<file path="config.mk">
export PLATFORM = sky130hd
export DESIGN_NAME = foc_sequencer
export DESIGN_NICKNAME = d
export VERILOG_FILES = /design/src/rtl/foc_sequencer.sv
export SDC_FILE = /design/constraint.sdc
export NUM_CORES = 1
export LEC_CHECK = 0
export ABC_AREA = 0
export CAP_MARGIN = 25
export CORE_MARGIN = 10
export CORE_UTILIZATION = 55
export DETAILED_ROUTE_END_ITERATION = 8
export GPL_ROUTABILITY_DRIVEN = 1
export PLACE_DENSITY = 0.85
export SYNTH_ARGS = -nofsm -noshare
export SYNTH_HDL_FRONTEND = slang
export SYNTH_SLANG_ARGS = --single-unit
</file>
<file path="constraint.sdc">
create_clock -name clk -period 33.4 [get_ports clk]
set_input_delay 8.35 -clock clk [delete_from_list [all_inputs] [get_ports clk]]
set_output_delay 8.35 -clock clk [all_outputs]
set_load 0.005 [all_outputs]
</file>
<file path="src/rtl/foc_sequencer.sv">
// Host-side sequencer for the FOC core: generates the control-loop tick, issues one
// valid/ready transaction per tick, and pushes committed PID shadow images while the core is idle.
module foc_sequencer #(
    parameter int D_WIDTH  = 16,
    parameter int PID_REGS = 4
) (
    input  logic                        clk,
    input  logic                        rst,
    input  logic                        enable,
    input  logic [15:0]                 loop_period,
    input  logic [15:0]                 angle_in,
    input  logic [D_WIDTH-1:0]          currA_in,
    input  logic [D_WIDTH-1:0]          currB_in,
    input  logic [D_WIDTH-1:0]          currC_in,
    input  logic [D_WIDTH-1:0]          currT_in,
    output logic [15:0]                 angle_out,
    output logic [D_WIDTH-1:0]          currA_out,
    output logic [D_WIDTH-1:0]          currB_out,
    output logic [D_WIDTH-1:0]          currC_out,
    output logic [D_WIDTH-1:0]          currT_out,
    output logic                        valid,
    input  logic                        ready,
    input  logic                        cfg_wen,
    input  logic                        cfg_sel,
    input  logic [$clog2(PID_REGS)-1:0] cfg_addr,
    input  logic [D_WIDTH-1:0]          cfg_data,
    input  logic                        cfg_commit,
    output logic                        cfg_busy,
    output logic                        pid_d_wen,
    output logic                        pid_q_wen,
    output logic [D_WIDTH-1:0]          pid_d_addr,
    output logic [D_WIDTH-1:0]          pid_q_addr,
    output logic [D_WIDTH-1:0]          pid_d_data,
    output logic [D_WIDTH-1:0]          pid_q_data,
    output logic [15:0]                 overrun_cnt,
    output logic [15:0]                 last_latency,
    output logic [15:0]                 max_latency
);
    localparam int AW = $clog2(PID_REGS);
    localparam int NW = 2 * PID_REGS;
    localparam int IW = $clog2(NW);
    localparam logic [IW-1:0] LAST_IDX = IW'(NW - 1);
    localparam logic [IW-1:0] Q_BASE   = IW'(PID_REGS);

    typedef enum logic [2:0] {S_IDLE, S_WAIT, S_ISSUE, S_BUSY, S_CFG} state_t;

    function automatic logic [15:0] sat_inc(input logic [15:0] v);
        return (v == 16'hFFFF) ? v : v + 16'd1;
    endfunction

    state_t              state_q, state_d;
    logic [15:0]         tcnt_q, tcnt_d;
    logic [IW-1:0]       idx_q, idx_d;
    logic [15:0]         lat_q, lat_d, lat_inc;
    logic                pending_q, pending_d;
    logic [15:0]         ovr_q, ovr_d;
    logic [15:0]         last_q, last_d;
    logic [15:0]         max_q, max_d;
    logic [15:0]         angle_q;
    logic [D_WIDTH-1:0]  curr_a_q, curr_b_q, curr_c_q, curr_t_q;
    logic [D_WIDTH-1:0]  shadow_q [2][PID_REGS];
    logic                sample_en;
    logic [15:0]         period_m1;
    logic                tick;
    logic                in_cfg, q_half;
    logic [AW-1:0]       waddr;

    // A zero period behaves as a period of one; a period lowered below tcnt forces a wrap.
    assign period_m1 = (loop_period == 16'd0) ? 16'd0 : loop_period - 16'd1;
    assign tick      = enable && (tcnt_q == period_m1);
    assign tcnt_d    = !enable ? 16'd0 : (tcnt_q >= period_m1) ? 16'd0 : tcnt_q + 16'd1;
    assign lat_inc   = sat_inc(lat_q);

    always_comb begin
        state_d   = state_q;
        idx_d     = idx_q;
        lat_d     = lat_q;
        pending_d = pending_q;
        ovr_d     = ovr_q;
        last_d    = last_q;
        max_d     = max_q;
        sample_en = 1'b0;
        case (state_q)
            S_WAIT: begin
                if (tick) begin
                    state_d   = S_ISSUE;
                    sample_en = 1'b1;
                end else if (pending_q && ready) begin
                    state_d = S_CFG;
                    idx_d   = '0;
                end
            end
            S_ISSUE: begin
                if (ready) begin
                    state_d = S_BUSY;
                    lat_d   = 16'd0;
                end
            end
            S_BUSY: begin
                if (ready) begin
                    last_d  = lat_inc;
                    max_d   = (lat_inc > max_q) ? lat_inc : max_q;
                    state_d = S_WAIT;
                end else begin
                    lat_d = lat_inc;
                end
            end
            S_CFG: begin
                if (idx_q == LAST_IDX) begin
                    pending_d = 1'b0;
                    state_d   = S_WAIT;
                end else begin
                    idx_d = idx_q + 1'b1;
                end
            end
            S_IDLE:  state_d = S_WAIT;
            default: state_d = S_WAIT;
        endcase
        // Ticks arriving while a transaction or configuration burst is in flight are dropped.
        if (tick && (state_q == S_ISSUE || state_q == S_BUSY || state_q == S_CFG))
            ovr_d = sat_inc(ovr_q);
        if (cfg_commit && state_q != S_CFG)
            pending_d = 1'b1;
    end

    always_ff @(posedge clk or posedge rst) begin
        if (rst) begin
            state_q   <= S_WAIT;
            tcnt_q    <= '0;
            idx_q     <= '0;
            lat_q     <= '0;
            pending_q <= 1'b0;
            ovr_q     <= '0;
            last_q    <= '0;
            max_q     <= '0;
            angle_q   <= '0;
            curr_a_q  <= '0;
            curr_b_q  <= '0;
            curr_c_q  <= '0;
            curr_t_q  <= '0;
            for (int s = 0; s < 2; s++)
                for (int r = 0; r < PID_REGS; r++)
                    shadow_q[s][r] <= '0;
        end else begin
            state_q   <= state_d;
            tcnt_q    <= tcnt_d;
            idx_q     <= idx_d;
            lat_q     <= lat_d;
            pending_q <= pending_d;
            ovr_q     <= ovr_d;
            last_q    <= last_d;
            max_q     <= max_d;
            if (sample_en) begin
                angle_q  <= angle_in;
                curr_a_q <= currA_in;
                curr_b_q <= currB_in;
                curr_c_q <= currC_in;
                curr_t_q <= currT_in;
            end
            if (cfg_wen && state_q != S_CFG)
                shadow_q[cfg_sel][cfg_addr] <= cfg_data;
        end
    end

    // Write ports are decoded straight from the burst index so reset silences them at once.
    assign in_cfg     = (state_q == S_CFG);
    assign q_half     = (idx_q >= Q_BASE);
    assign waddr      = q_half ? AW'(idx_q - Q_BASE) : AW'(idx_q);
    assign pid_d_wen  = in_cfg && !q_half;
    assign pid_q_wen  = in_cfg && q_half;
    assign pid_d_addr = pid_d_wen ? {{(D_WIDTH-AW){1'b0}}, waddr} : '0;
    assign pid_q_addr = pid_q_wen ? {{(D_WIDTH-AW){1'b0}}, waddr} : '0;
    assign pid_d_data = pid_d_wen ? shadow_q[0][waddr] : '0;
    assign pid_q_data = pid_q_wen ? shadow_q[1][waddr] : '0;

    assign valid        = (state_q == S_ISSUE);
    assign cfg_busy     = pending_q;
    assign overrun_cnt  = ovr_q;
    assign last_latency = last_q;
    assign max_latency  = max_q;
    assign angle_out    = angle_q;
    assign currA_out    = curr_a_q;
    assign currB_out    = curr_b_q;
    assign currC_out    = curr_c_q;
    assign currT_out    = curr_t_q;
endmodule

</file>
==> results_dict.tcl <==
set metrics [dict create \
    ys_ff_latch 295 \
    vias 9743 \
    setup_violations 0 \
    finalInstanceArea_sq_um 18400 \
    synth_compound_area_share_pct 3.42 \
    clock.fmax_mhz 81.0 \
    critPathSlowestCell "or4b_1" \
    synth_top_family_by_area "multiplexers" \
    max_stage_delay_ns 0.54 \
    fill_cells 1744 \
    multi_input_area_sq_um 6390 \
    final_common_cell "dfrtp_1" \
    dpl.cell_count 1674 \
    clkSinkCount 295 \
    critPathMaxFanout 43 \
    yosys.cell_types.count 57 \
    drive_gt1_share_pct 19.5 \
    critical_path_class "in -> reg" \
    core_area_sq_um 25300 \
    grt_pass1_vias 10300 \
    synthSimpleGateAreaFrac_pct 10.0 \
    min_to "currB_out[12]" \
    cts_tree "built" \
    mostFrequentLayoutCells "dfrtp_1 (293), clkdlybuf4s50_1 (288), mux2_2 (161)" \
    start_util_pct 56.2 \
    comb_power_share_pct 18.9 \
    grt-ovfl-total 0 \
    synth_xor_area_share_pct 2.65 \
    postCtsSetupBuffers 0 \
    cts_hold_buf 0 \
    cp-end-kind "flip-flop" \
    crit_top_cell "ha_1" \
    required_ns 33.84 \
    critPathTopFamily "simple AND/OR/NAND/NOR gates" \
    nets 1538 \
    grt_max_degree 133 \
    die_w_um 181 \
    grt_pass1_wl_mm 58.6 \
    finClkSkew_ns 0.0262 \
    status "finished, final reports clean" \
    insertion_delay_ns 0.57 \
    yosysSeqAreaShare_pct 51.9 \
    leakage_nw 8.43 \
    peakVddDrop_mv 0.0546 \
    wl_per_cell_um 21.1 \
    die_y_um 181 \
    drv_slew 0 \
    drc_errors 0 \
    r2r_setup_slack_ns 29.06 \
    cts_buffers 30 \
    ys.flop_type "dfrtp_1" \
    worstMarginPinSlew_ns 0.981 \
    num_io_pins 317 \
    yosys.area.top_type "dfrtp_1" \
    power_switching_share_pct 24.4 \
    async_flop_share_pct 100 \
    stdcell_count 1732 \
    muxShareOfSynthArea_pct 24.6 \
    avgViaCountPerCell 5.63 \
    crit_chain "clkdlybuf4s50_1 > inv_1 > ha_1 > or4b_1 > or3_1 > nor2_1 > nand2_1 > o21ai_0 > ha_1 > nand4_1 > nor4_4 > nand4b_1 > or2_4 > buf_12 > mux2_1" \
    max-cap-violations 0 \
    placed_cell_area_sq_um 17300 \
    synthTopCellsByArea "dfrtp_1 (52%), mux2_2 (13%), mux2_1 (6.3%), mux4_2 (5.1%), ha_1 (3.3%)" \
    power.switching_uw 243 \
    grt_setup_unrepaired "no" \
    finalPower_uw 995 \
    synthCells 1091 \
    syn_area_per_cell_sq_um 13.0 \
    startpoint_type "primary input" \
    netlist_area_sq_um 14200 \
    yosysWarnings 0 \
    path_clk_slew_ns 0.06 \
    hp-class "reg -> reg" \
    seq_area_sq_um 7380 \
    cts_buffer_depth 3 \
    post-route-period-util_pct 37.0 \
    gp_congestion 0.883 \
    r2r-start "lat_q[0]" \
    path_buf_inv 3 \
    area_growth_pct 29.5 \
    antenna_found_initial 1 \
    seqPwrFrac_pct 44.8 \
    synthAdderAreaFrac_pct 3.34 \
    dieArea_sq_um 32700 \
    finalSetupTns_ns 0 \
    clkPwrFrac_pct 36.3 \
    synth_top_area_share_pct 51.7 \
    hpwl_mm 26.2 \
    arrival_ns 12.79 \
    hold_viol 0 \
    r2r_cells 12 \
    io_buffers 288 \
    power.density_nw_per_um2 54.0 \
    routed_wl_mm 36.6 \
    power.internal_uw 752 \
    period_minus_slack_ns 12.35 \
    htree_levels 1 \
    gr-usage-all-layers_pct 21.8 \
    synth_edf_count 0 \
    firstDrtPassIters 5 \
    hold_slack_ns 0.489 \
    slew_headroom_pct 34.5 \
    drtIter0Drc 672 \
    min_path_cells 1 \
    ant_nets 0 \
    cts_resized 0 \
    root_buffer "clkbuf_16" \
    regToRegEndpoint "max_latency[12]" \
    hp-start "currB_out[12]" \
    placement_rows 58 \
]
[per-layer routing]
layer	share of wire, %	global-route usage, %
met5	0	0
met4	2.2	5.64
met3	5.5	4.44
met2	51	37.7
met1	41	27.4
[cell type report]
type / count / area share (%)
multi-input cells: 719 / 34.7
clock buffers: 42 / 4.81
well taps: 330 / 2.24
diodes: 1 / 0.0136
clock inverters: 12 / 1.07
flip-flops and latches: 295 / 40.1
repair buffers: 301 / 16.4
inverters: 32 / 0.693
[stage by stage]
step / setup slack [ns] / util, %
3_5_place_dp: 20.50 / 68.2
6_report: 21.05 / 72.8
2_1_floorplan: 16.90 / -
4_1_cts: 21.08 / 72.5
5_1_grt: 20.69 / 72.8
3_3_place_gp: 20.64 / 68.1
[state kept, by name (all words and copies together) (netlist names)]
register / cells
tcnt_q: 16
idx_q: 3
max_latency: 16
lat_q: 16
state_q: 3
angle_out: 16
overrun_cnt: 16
currC_out: 16
currA_out: 16
currT_out: 16
shadow_q: 128
cfg_busy: 1
last_latency: 16
currB_out: 16
[power by group through the flow]
stage | Clock, mW | Combinational (mW) | Sequential (mW)
3_5_place_dp | 0 | 0.189 | 0.452
4_1_cts | 0.368 | 0.190 | 0.446
2_1_floorplan | 0 | 0.140 | 0.439
5_1_grt | 0.382 | 0.206 | 0.453
6_report | 0.361 | 0.188 | 0.446
3_3_place_gp | 0 | 0.182 | 0.447
[how the worst max path moves through the flow]
stage,startpoint,end,slack (ns),cells after the start
floorplan,rst,angle_out[0],16.90,1
global placement,loop_period[0],currB_out[11],20.64,14
detailed placement,loop_period[0],currA_out[12],20.50,15
CTS,loop_period[0],currT_out[8],21.08,15
global route,loop_period[0],currB_out[11],20.69,15
finish,loop_period[0],currB_out[11],21.05,15
[cells in the mapped netlist (16+ instances only)]
library cell  instances
a21oi_1              22
and2_1               16
and3_1               24
buf_4                31
clkbuf_1             20
dfrtp_1             294
ha_1                 38
inv_1                32
mux2_1               79
mux2_2              161
mux4_2               32
nand2_1              60
nand4_1              23
nor2_1               45
o21ai_0              16
xnor2_1              21
xor2_1               22
[cell families (layout without fill, tap and decap cells)]
group                    Yosys count  in the layout
flip-flops                       295            295
AND/OR/NAND/NOR                  258            258
multiplexers                     279            279
AO/OA/AOI/OAI                     73             73
adder cells (fa/ha/maj)           38             38
XOR/XNOR                          43             43
buffers and inverters            104            387
other                              1             29
Power figures use the tool's default switching activity.
